$ cat src/rtl/dst_track_pipe_pkg.sv
// Shared pipeline types: destination-register metadata carried through EX/ME/WB
// and the forwarding-select encodings used by the downstream forwarding unit.
package dst_track_pipe_pkg;

  localparam int REG_W = 3;

  typedef struct packed {
    logic             valid;
    logic             load;
    logic [REG_W-1:0] rdst;
  } stage_t;

  typedef struct packed {
    logic             valid;
    logic [REG_W-1:0] rdst;
  } dst_t;

  localparam stage_t BUBBLE = '{valid: 1'b0, load: 1'b0, rdst: '0};

  typedef enum logic [1:0] {
    FWD_NONE = 2'd0,
    FWD_ME   = 2'd1,
    FWD_WB   = 2'd2
  } fwd_sel_e;

endpackage

$ cat src/rtl/dst_track_pipe_if.sv
// Bundle between the ID stage / pipeline control and the destination tracker.
interface dst_track_pipe_if #(
  parameter int REG_W = 3,
  parameter int CNT_W = 16
);
  logic             id_valid;
  logic             id_wr_en;
  logic             id_mem_rd;
  logic [REG_W-1:0] id_rdst;
  logic [REG_W-1:0] id_rsrc1;
  logic             id_rsrc1_used;
  logic [REG_W-1:0] id_rsrc2;
  logic             id_rsrc2_used;
  logic             ex_flush;
  logic             ext_stall;
  logic             stall_id;
  logic             ex_valid;
  logic             ex_is_load;
  logic [REG_W-1:0] ex_rdst;
  logic             me_valid;
  logic [REG_W-1:0] me_rdst;
  logic             wb_valid;
  logic [REG_W-1:0] wb_rdst;
  logic [CNT_W-1:0] stall_cnt;

  modport slave (
    input  id_valid, id_wr_en, id_mem_rd, id_rdst,
    input  id_rsrc1, id_rsrc1_used, id_rsrc2, id_rsrc2_used,
    input  ex_flush, ext_stall,
    output stall_id, ex_valid, ex_is_load, ex_rdst,
    output me_valid, me_rdst, wb_valid, wb_rdst, stall_cnt
  );

  modport master (
    output id_valid, id_wr_en, id_mem_rd, id_rdst,
    output id_rsrc1, id_rsrc1_used, id_rsrc2, id_rsrc2_used,
    output ex_flush, ext_stall,
    input  stall_id, ex_valid, ex_is_load, ex_rdst,
    input  me_valid, me_rdst, wb_valid, wb_rdst, stall_cnt
  );
endinterface

$ cat src/rtl/dst_track_pipe_load_use_detect.sv
// Combinational load-use detector: the ID instruction reads the register a load
// in EX is about to produce, so ID must wait one cycle for ME forwarding.
module dst_track_pipe_load_use_detect #(
  parameter int REG_W = 3
) (
  input  logic             id_valid_i,
  input  logic [REG_W-1:0] id_rsrc1_i,
  input  logic             id_rsrc1_used_i,
  input  logic [REG_W-1:0] id_rsrc2_i,
  input  logic             id_rsrc2_used_i,
  input  logic             ex_is_load_i,
  input  logic [REG_W-1:0] ex_rdst_i,
  input  logic             ex_flush_i,
  output logic             stall_id_o
);
  logic src1_hit;
  logic src2_hit;
  logic hz;

  assign src1_hit = id_rsrc1_used_i && (id_rsrc1_i == ex_rdst_i);
  assign src2_hit = id_rsrc2_used_i && (id_rsrc2_i == ex_rdst_i);
  assign hz       = ex_is_load_i && (src1_hit || src2_hit) && id_valid_i;

  // A flushed ID instruction is dead, so stalling for it would waste a cycle.
  assign stall_id_o = hz && !ex_flush_i;
endmodule

$ cat src/rtl/dst_track_pipe.sv
// Destination-register tracker for EX/ME/WB: feeds the forwarding unit, inserts
// a bubble on load-use, honours branch flush and the global freeze.
module dst_track_pipe #(
  parameter int REG_W = 3,
  parameter int CNT_W = 16
) (
  input  logic                    clk,
  input  logic                    rst_n,
  dst_track_pipe_if.slave         bus
);
  import dst_track_pipe_pkg::*;

  stage_t           id_entry;
  stage_t           ex_q, ex_d;
  dst_t             me_q, me_d;
  dst_t             wb_q, wb_d;
  logic [CNT_W-1:0] cnt_q, cnt_d;
  logic             stall_id;

  dst_track_pipe_load_use_detect #(.REG_W(REG_W)) u_load_use_detect (
    .id_valid_i      (bus.id_valid),
    .id_rsrc1_i      (bus.id_rsrc1),
    .id_rsrc1_used_i (bus.id_rsrc1_used),
    .id_rsrc2_i      (bus.id_rsrc2),
    .id_rsrc2_used_i (bus.id_rsrc2_used),
    .ex_is_load_i    (ex_q.load),
    .ex_rdst_i       (ex_q.rdst),
    .ex_flush_i      (bus.ex_flush),
    .stall_id_o      (stall_id)
  );

  always_comb begin
    id_entry.valid = bus.id_valid && bus.id_wr_en;
    id_entry.load  = bus.id_valid && bus.id_wr_en && bus.id_mem_rd;
    id_entry.rdst  = bus.id_rdst;

    // NOTE: every next-state signal defaults to "hold" first, so no path leaves it unassigned (no latch).
    ex_d  = ex_q;
    me_d  = me_q;
    wb_d  = wb_q;
    cnt_d = cnt_q;

    // While frozen the branch stays in EX and re-asserts ex_flush later.
    if (!bus.ext_stall) begin
      wb_d = me_q;
      me_d = '{valid: ex_q.valid, rdst: ex_q.rdst};
      ex_d = (bus.ex_flush || stall_id) ? BUBBLE : id_entry;
      if (stall_id && (cnt_q != '1)) begin
        cnt_d = cnt_q + CNT_W'(1);
      end
    end
  end

  // NOTE: sequential state uses non-blocking assignments so all stages update from pre-edge values.
  always_ff @(posedge clk) begin
    if (!rst_n) begin
      ex_q  <= BUBBLE;
      me_q  <= '0;
      wb_q  <= '0;
      cnt_q <= '0;
    end else begin
      ex_q  <= ex_d;
      me_q  <= me_d;
      wb_q  <= wb_d;
      cnt_q <= cnt_d;
    end
  end

  assign bus.stall_id   = stall_id;
  assign bus.ex_valid   = ex_q.valid;
  assign bus.ex_is_load = ex_q.load;
  assign bus.ex_rdst    = ex_q.rdst;
  assign bus.me_valid   = me_q.valid;
  assign bus.me_rdst    = me_q.rdst;
  assign bus.wb_valid   = wb_q.valid;
  assign bus.wb_rdst    = wb_q.rdst;
  assign bus.stall_cnt  = cnt_q;
endmodule
$ cat src/flat_wrapper.sv
// flat-port wrapper written by rule: the top's interface ports become plain ports
module dst_track_pipe_flat import dst_track_pipe_pkg::*;
#(
  parameter int REG_W = 3,
  parameter int CNT_W = 16
)
  (clk, rst_n, bus_id_valid, bus_id_wr_en, bus_id_mem_rd, bus_id_rdst, bus_id_rsrc1, bus_id_rsrc1_used, bus_id_rsrc2, bus_id_rsrc2_used, bus_ex_flush, bus_ext_stall, bus_stall_id, bus_ex_valid, bus_ex_is_load, bus_ex_rdst, bus_me_valid, bus_me_rdst, bus_wb_valid, bus_wb_rdst, bus_stall_cnt);
  dst_track_pipe_if #(.REG_W(REG_W), .CNT_W(CNT_W)) bus_i ();
  input  logic clk;
  input  logic rst_n;
  input wire logic [$bits(bus_i.id_valid)-1:0] bus_id_valid;
  input wire logic [$bits(bus_i.id_wr_en)-1:0] bus_id_wr_en;
  input wire logic [$bits(bus_i.id_mem_rd)-1:0] bus_id_mem_rd;
  input wire logic [$bits(bus_i.id_rdst)-1:0] bus_id_rdst;
  input wire logic [$bits(bus_i.id_rsrc1)-1:0] bus_id_rsrc1;
  input wire logic [$bits(bus_i.id_rsrc1_used)-1:0] bus_id_rsrc1_used;
  input wire logic [$bits(bus_i.id_rsrc2)-1:0] bus_id_rsrc2;
  input wire logic [$bits(bus_i.id_rsrc2_used)-1:0] bus_id_rsrc2_used;
  input wire logic [$bits(bus_i.ex_flush)-1:0] bus_ex_flush;
  input wire logic [$bits(bus_i.ext_stall)-1:0] bus_ext_stall;
  output wire logic [$bits(bus_i.stall_id)-1:0] bus_stall_id;
  output wire logic [$bits(bus_i.ex_valid)-1:0] bus_ex_valid;
  output wire logic [$bits(bus_i.ex_is_load)-1:0] bus_ex_is_load;
  output wire logic [$bits(bus_i.ex_rdst)-1:0] bus_ex_rdst;
  output wire logic [$bits(bus_i.me_valid)-1:0] bus_me_valid;
  output wire logic [$bits(bus_i.me_rdst)-1:0] bus_me_rdst;
  output wire logic [$bits(bus_i.wb_valid)-1:0] bus_wb_valid;
  output wire logic [$bits(bus_i.wb_rdst)-1:0] bus_wb_rdst;
  output wire logic [$bits(bus_i.stall_cnt)-1:0] bus_stall_cnt;
  assign bus_i.id_valid = bus_id_valid;
  assign bus_i.id_wr_en = bus_id_wr_en;
  assign bus_i.id_mem_rd = bus_id_mem_rd;
  assign bus_i.id_rdst = bus_id_rdst;
  assign bus_i.id_rsrc1 = bus_id_rsrc1;
  assign bus_i.id_rsrc1_used = bus_id_rsrc1_used;
  assign bus_i.id_rsrc2 = bus_id_rsrc2;
  assign bus_i.id_rsrc2_used = bus_id_rsrc2_used;
  assign bus_i.ex_flush = bus_ex_flush;
  assign bus_i.ext_stall = bus_ext_stall;
  assign bus_stall_id = bus_i.stall_id;
  assign bus_ex_valid = bus_i.ex_valid;
  assign bus_ex_is_load = bus_i.ex_is_load;
  assign bus_ex_rdst = bus_i.ex_rdst;
  assign bus_me_valid = bus_i.me_valid;
  assign bus_me_rdst = bus_i.me_rdst;
  assign bus_wb_valid = bus_i.wb_valid;
  assign bus_wb_rdst = bus_i.wb_rdst;
  assign bus_stall_cnt = bus_i.stall_cnt;
  dst_track_pipe #(.REG_W(REG_W), .CNT_W(CNT_W)) u_core (.clk(clk), .rst_n(rst_n), .bus(bus_i));
endmodule
$ cat config.mk
export PLATFORM = sky130hd
export DESIGN_NAME = dst_track_pipe_flat
export DESIGN_NICKNAME = d
export VERILOG_FILES = /design/src/rtl/dst_track_pipe_pkg.sv /design/src/rtl/dst_track_pipe_if.sv /design/src/rtl/dst_track_pipe_load_use_detect.sv /design/src/rtl/dst_track_pipe.sv /design/src/flat_wrapper.sv
export SDC_FILE = /design/constraint.sdc
export NUM_CORES = 1
export LEC_CHECK = 0
export BUFFER_PORTS_ARGS = -buffer_cell sky130_fd_sc_hd__buf_4
export CAP_MARGIN = 10
export CORE_MARGIN = 5
export CORE_UTILIZATION = 35
export DETAILED_ROUTE_END_ITERATION = 8
export PLACE_DENSITY = 0.68
export SLEW_MARGIN = 40
export SYNTH_ARGS = -nofsm -noshare
export SYNTH_HDL_FRONTEND = slang
export SYNTH_SLANG_ARGS = --single-unit
$ cat constraint.sdc
create_clock -name clk -period 1.6 [get_ports clk]
set_input_delay 0.08 -clock clk [delete_from_list [all_inputs] [get_ports clk]]
set_output_delay 0.08 -clock clk [all_outputs]
set_load 0.05 [all_outputs]
# Word level (Yosys, flattened, before mapping)
# Cells that the tools add are included.
# word_totals
regBits,29
inputBits,18
output_inout_bits,30
word_cells,26
# op_classes
n_addsub,1
n_eq_ne,3
n_mux,1
n_bitwise,1
n_reduce_logical,12
# op_table
op,count
$add 16x1->16 const B,1
$ne 16x16->1 const B,1
$logic_and 1x1->1,8
$eq 3x3->1,2
$mux 5,1
$logic_or 1x1->1,2
$reduce_and 2->1,1
$logic_not 1->1,1
$not 1->1,1

# Logic depth before layout (Yosys ltp)
# depth
depth_word,8
depth_mapped,7

# Cells and area by module
# Synthesis repeated with hierarchy kept, for this count alone.
# unflattened
hier_cells,164
hier_area_um2,1422.6
# modules_own_cells
module,instances,cells_per_inst,area_each_um2,seq_area_each_um2
dst_track_pipe,1,154,1341.3,580.6
dst_track_pipe_load_use_detect,1,10,81.3,0.0

# Least setup slack after synthesis
# Ideal clock, no wire load.
# synth_path
kind,reg2out
startpoint,register u_core.ex_q (netlist bit u_core.bus.ex_rdst[0])
endpoint,output bus_stall_id
arrival_ns,2.596
required_ns,1.520
path_slack_ns,-1.076
path_stages_with_launch,7
n_path_buf,2
path_cell_list,dfxtp_1 xnor2_1 nand4_1 and2_4 buf_6 buf_2 nor3_1
# synth_via
elab_chain_len,6
elab_cells_between_ends,8
cone_classes,eq/ne: 2; reduce/logical: 6
# synth_rtl
element,line,rtl
from (decl),dst_track_pipe.sv:14,"stage_t ex_q, ex_d;"
from (signal assigned),dst_track_pipe.sv:57,ex_q <= BUBBLE;
from (signal assigned),dst_track_pipe.sv:62,ex_q <= ex_d;
$eq 3x3->1 (on tied branches),"dst_track_pipe_load_use_detect.sv:20, dst_track_pipe_load_use_detect.sv:21",
$logic_and 1x1->1 (on tied branches),"dst_track_pipe_load_use_detect.sv:20, dst_track_pipe_load_use_detect.sv:21",
$logic_or 1x1->1 *,dst_track_pipe_load_use_detect.sv:22,assign hz = ex_is_load_i && (src1_hit || src2_hit) && id_valid_i;
$logic_and 1x1->1 * (2 in series),dst_track_pipe_load_use_detect.sv:22,
$logic_and 1x1->1 *,dst_track_pipe_load_use_detect.sv:25,assign stall_id_o = hz && !ex_flush_i;
to (decl),flat_wrapper.sv:21,output wire logic [$bits(bus_i.stall_id)-1:0] bus_stall_id;
# Mark *: on every way between the ends. The rest lies on a longest branch, timed or not.

# Final worst setup path
# layout_path
startpoint,register u_core.ex_q (netlist bit u_core.bus.ex_is_load)
endpoint,"register u_core.cnt_q[9], in the netlist u_core.bus.stall_cnt[9]"
# layout_via
elab_chain_len,5
# layout_rtl
element,line,rtl
$logic_and 1x1->1 (2 in series),dst_track_pipe_load_use_detect.sv:22,
$logic_and 1x1->1,dst_track_pipe_load_use_detect.sv:25,
$logic_and 1x1->1,dst_track_pipe.sv:48,if (stall_id && (cnt_q != '1)) begin
$reduce_and 2->1 (no source line),n/a,
to (signal assigned),dst_track_pipe.sv:65,cnt_q <= cnt_d;
to (decl),dst_track_pipe.sv:17,"logic [CNT_W-1:0] cnt_q, cnt_d;"
# No other way between the ends.
# A chain may end at the register's enable or synchronous reset.

==> out/results.ini <==
[yosys]
synthSimpleGateAreaFrac = 0.2970
synthCells = 154
ys_warn_count = 0
synth_area_um2 = 1479
synth_xor_area_frac = 0.04146
synth-adder-area-share = 0.008460
synth_top_family_by_area = simple AND/OR/NAND/NOR gates
synth.area.mux_share = 0.1015
synth.yosys.seq_area_share = 0.3926
synth_compound_area_frac = 0.1244
syn_avg_cell_area_um2 = 9.603
yosys.cell_types.count = 37
ys_ff_latch = 29
synth_nets = 173

[cells_and_area]
final_cells = 293
final_core_util = 0.6201
num-fill-cells = 340
nets = 261
syn_to_final_growth_pct = 70.14
drive_above_1_share = 0.6132
final_cell_area_um2 = 2516
n_antenna_cell = 0

[worst_hold_path]
hold_class = primary input to register
hold_path_depth = 2

[route]
drc = 0
wl_met2_mm = 2.218
vias_per_cell = 5.225
wl_met1_mm = 1.814
ant_nets = 0
post_drt_wl_per_cell_um = 15.30
drtPass1Iterations = 4
wl_met3_um = 372
drt_first_iter_violations = 62
dr.max_layer_used = met4
vias = 1531
wl_mm = 4.484

[clock_network]
path_clk_slew_ns = 0.07
clk_latency_ns = 0.29
ctsHtreeMaxLevel = 2
numCtsBuffers = 5
cts_root_buffer = clkbuf_8
cts_tree = built
clock_sinks = 29
clock_path_buffers = 2

[floorplanning]
fp.dieH_um = 75.01
design.die.area_um2 = 5626
num_rows = 23
initial_utilization = 0.3645
ios = 48
die_w_um = 75.01
coreArea_um2 = 4058

[grt]
grt_pass1_vias = 1546
antenna_found_initial = 0
grt_start_max_net_pins = 38
grt_usage = 0.1667
grt_pass1_wl_mm = 7.051
overflow = 0

[setup_path]
required_ns = 1.82
cp_max_fo = 4
worst_setup_path_end_kind = register
cp.arrival_ns = 1.93
critPathLaunchType = register
crit_type = register to register
r2r_cells = 6

[placed_design]
placedCellCount = 271
post-dp-hpwl_mm = 3.104
port_buffers = 47
gp_congestion = 0.7953
dpl-instance-area_um2 = 2176

[power_and_ir_drop]
total_leakage_power_nw = 1.068
max-vdd-ir-drop_uv = 455.4
powerDensity_nw_per_um2 = 612.2

[sta]
clock_skew_ns = 0.009807
finalCritPeriodShare = 1.068
max_freq_mhz = 585.5
relSlewSlack = 0.7676
fin_crit_ns = 1.708
final.setup.tns_ns = -0.6786
rsz0062_at_grt = yes
setup_viol = 13
setup_ws_ns = -0.1081
hold_viol_final = 0
tightest_slew_ns = 0.3485
holdWs_ns = 0.01274
slew_violations = 0

[run]
maxCapViolCount = 0

[outcome]
violations = negative setup slack
outcome = complete, but fails checks

[where the power goes]
group	internal, W	switching [W]
Clock	0.000350	0.000276
Sequential	0.000702	0.00000776
Combinational	0.000104	0.000100
Total	0.00116	0.000384
[worst max-delay path, stage by stage, from the launching register on]
cell and delay (ns):
dfxtp_4 0.34, and4bb_4 0.25, and4_4 0.26, buf_6 0.11, nand3_2 0.06, or4_1 0.51, a21boi_1 0.13
[synthesized netlist by cell type (all sizes together)]
cell    count  share of area
nor2b       8          0.034
nor4b       1          0.010
nand2      16          0.041
o31ai       7          0.036
nand2b      6          0.025
or3         1         0.0042
o21ai       1         0.0034
or4b        1         0.0068
nor2        2         0.0051
and4        1         0.0076
nor3        1         0.0034
and4bb      1          0.011
or4         7          0.036
clkbuf      5          0.013
a31o        1         0.0059
nand3       6          0.027
a211oi      1         0.0051
or2         1         0.0042
ha          1         0.0085
a32o        3          0.020
a21boi      8          0.041
a41o        1         0.0068
buf         4          0.022
xor2        1         0.0059
xnor2       6          0.036
a21oi       2         0.0068
and3        2         0.0085
nand4       7          0.030
and2        3          0.014
nor4        5          0.030
mux2i      15           0.10
dfxtp      29           0.39
[through the flow]
step | power (W) | setup slack [ns]
6_report | 0.001540 | -0.1081
5_1_grt | 0.001620 | -0.1906
4_1_cts | 0.001536 | -0.07744
3_5_place_dp | 0.0008937 | -0.09026
3_3_place_gp | 0.0008894 | -0.01388
2_1_floorplan | 0.0008237 | -0.1351
[area by class of cell]
type	count	area [µm²]	share of cell area
timing repair buffer	90	698.2	0.2775
multi-input combinational	116	1017	0.4043
tap	50	62.56	0.02486
clock buffer	8	90.09	0.03580
sequential	29	648.1	0.2576
[routing by layer]
metal  vias to the layer above  global-route usage
li1                        747                   -
met1                       726              0.1949
met2                        50              0.2785
met3                         8             0.07076
met4                         0             0.04743
met5                         -                   0
[worst paths after layout]
kind / to / startpoint / slack, ns
max reg2reg: u_core.bus.stall_cnt[9] / u_core.bus.ex_is_load / -0.11
min reg2reg: u_core.bus.stall_cnt[10] / u_core.bus.stall_cnt[10] / 0.47
min: u_core.bus.ex_rdst[0] / bus_id_rdst[0] / 0.01
max: u_core.bus.stall_cnt[9] / u_core.bus.ex_is_load / -0.11
[logic make-up after synthesis]
kind of cell,count (synthesis)
and+or+nand+nor,69
DFF,29
AOI/OAI and AO/OA,24
muxes,15
buffers and inverters,9
xor gates and xnor gates,7
adders and majority gates,1
[sequential cells by signal, indices dropped and copies added (netlist names)]
| signal | cells |
|---|---|
| u_core.bus.stall_cnt | 16 |
| u_core.bus.ex_rdst | 3 |
| u_core.bus.me_rdst | 3 |
| u_core.bus.wb_rdst | 3 |
| u_core.bus.ex_is_load | 1 |
| u_core.bus.ex_valid | 1 |
| u_core.bus.me_valid | 1 |
| u_core.bus.wb_valid | 1 |
[cell usage in the layout (no fill, tap or decap), drive strengths merged, types with 2 or more instances in the layout]
cell type / instances
nor4: 5
a21boi: 8
nor2: 2
and2: 3
nand4: 7
clkbuf: 8
and3: 2
nand2: 16
dfxtp: 29
nand2b: 6
nor2b: 8
o31ai: 7
a21oi: 2
buf: 90
nand3: 6
or4: 7
mux2i: 15
xnor2: 6
a32o: 3
[what timing repair did]
| item | in CTS | in global routing |
|---|---|---|
| buffers inserted | 8 | 6 |
| endpoints found under the setup margin | 9 | 22 |
| endpoints found under the hold margin | 0 | 0 |
| pin swaps | 11 | 16 |
| resized for setup | 8 | 20 |
| hold buffers | 0 | 0 |
No activity file was read; power rests on OpenSTA's default activity.
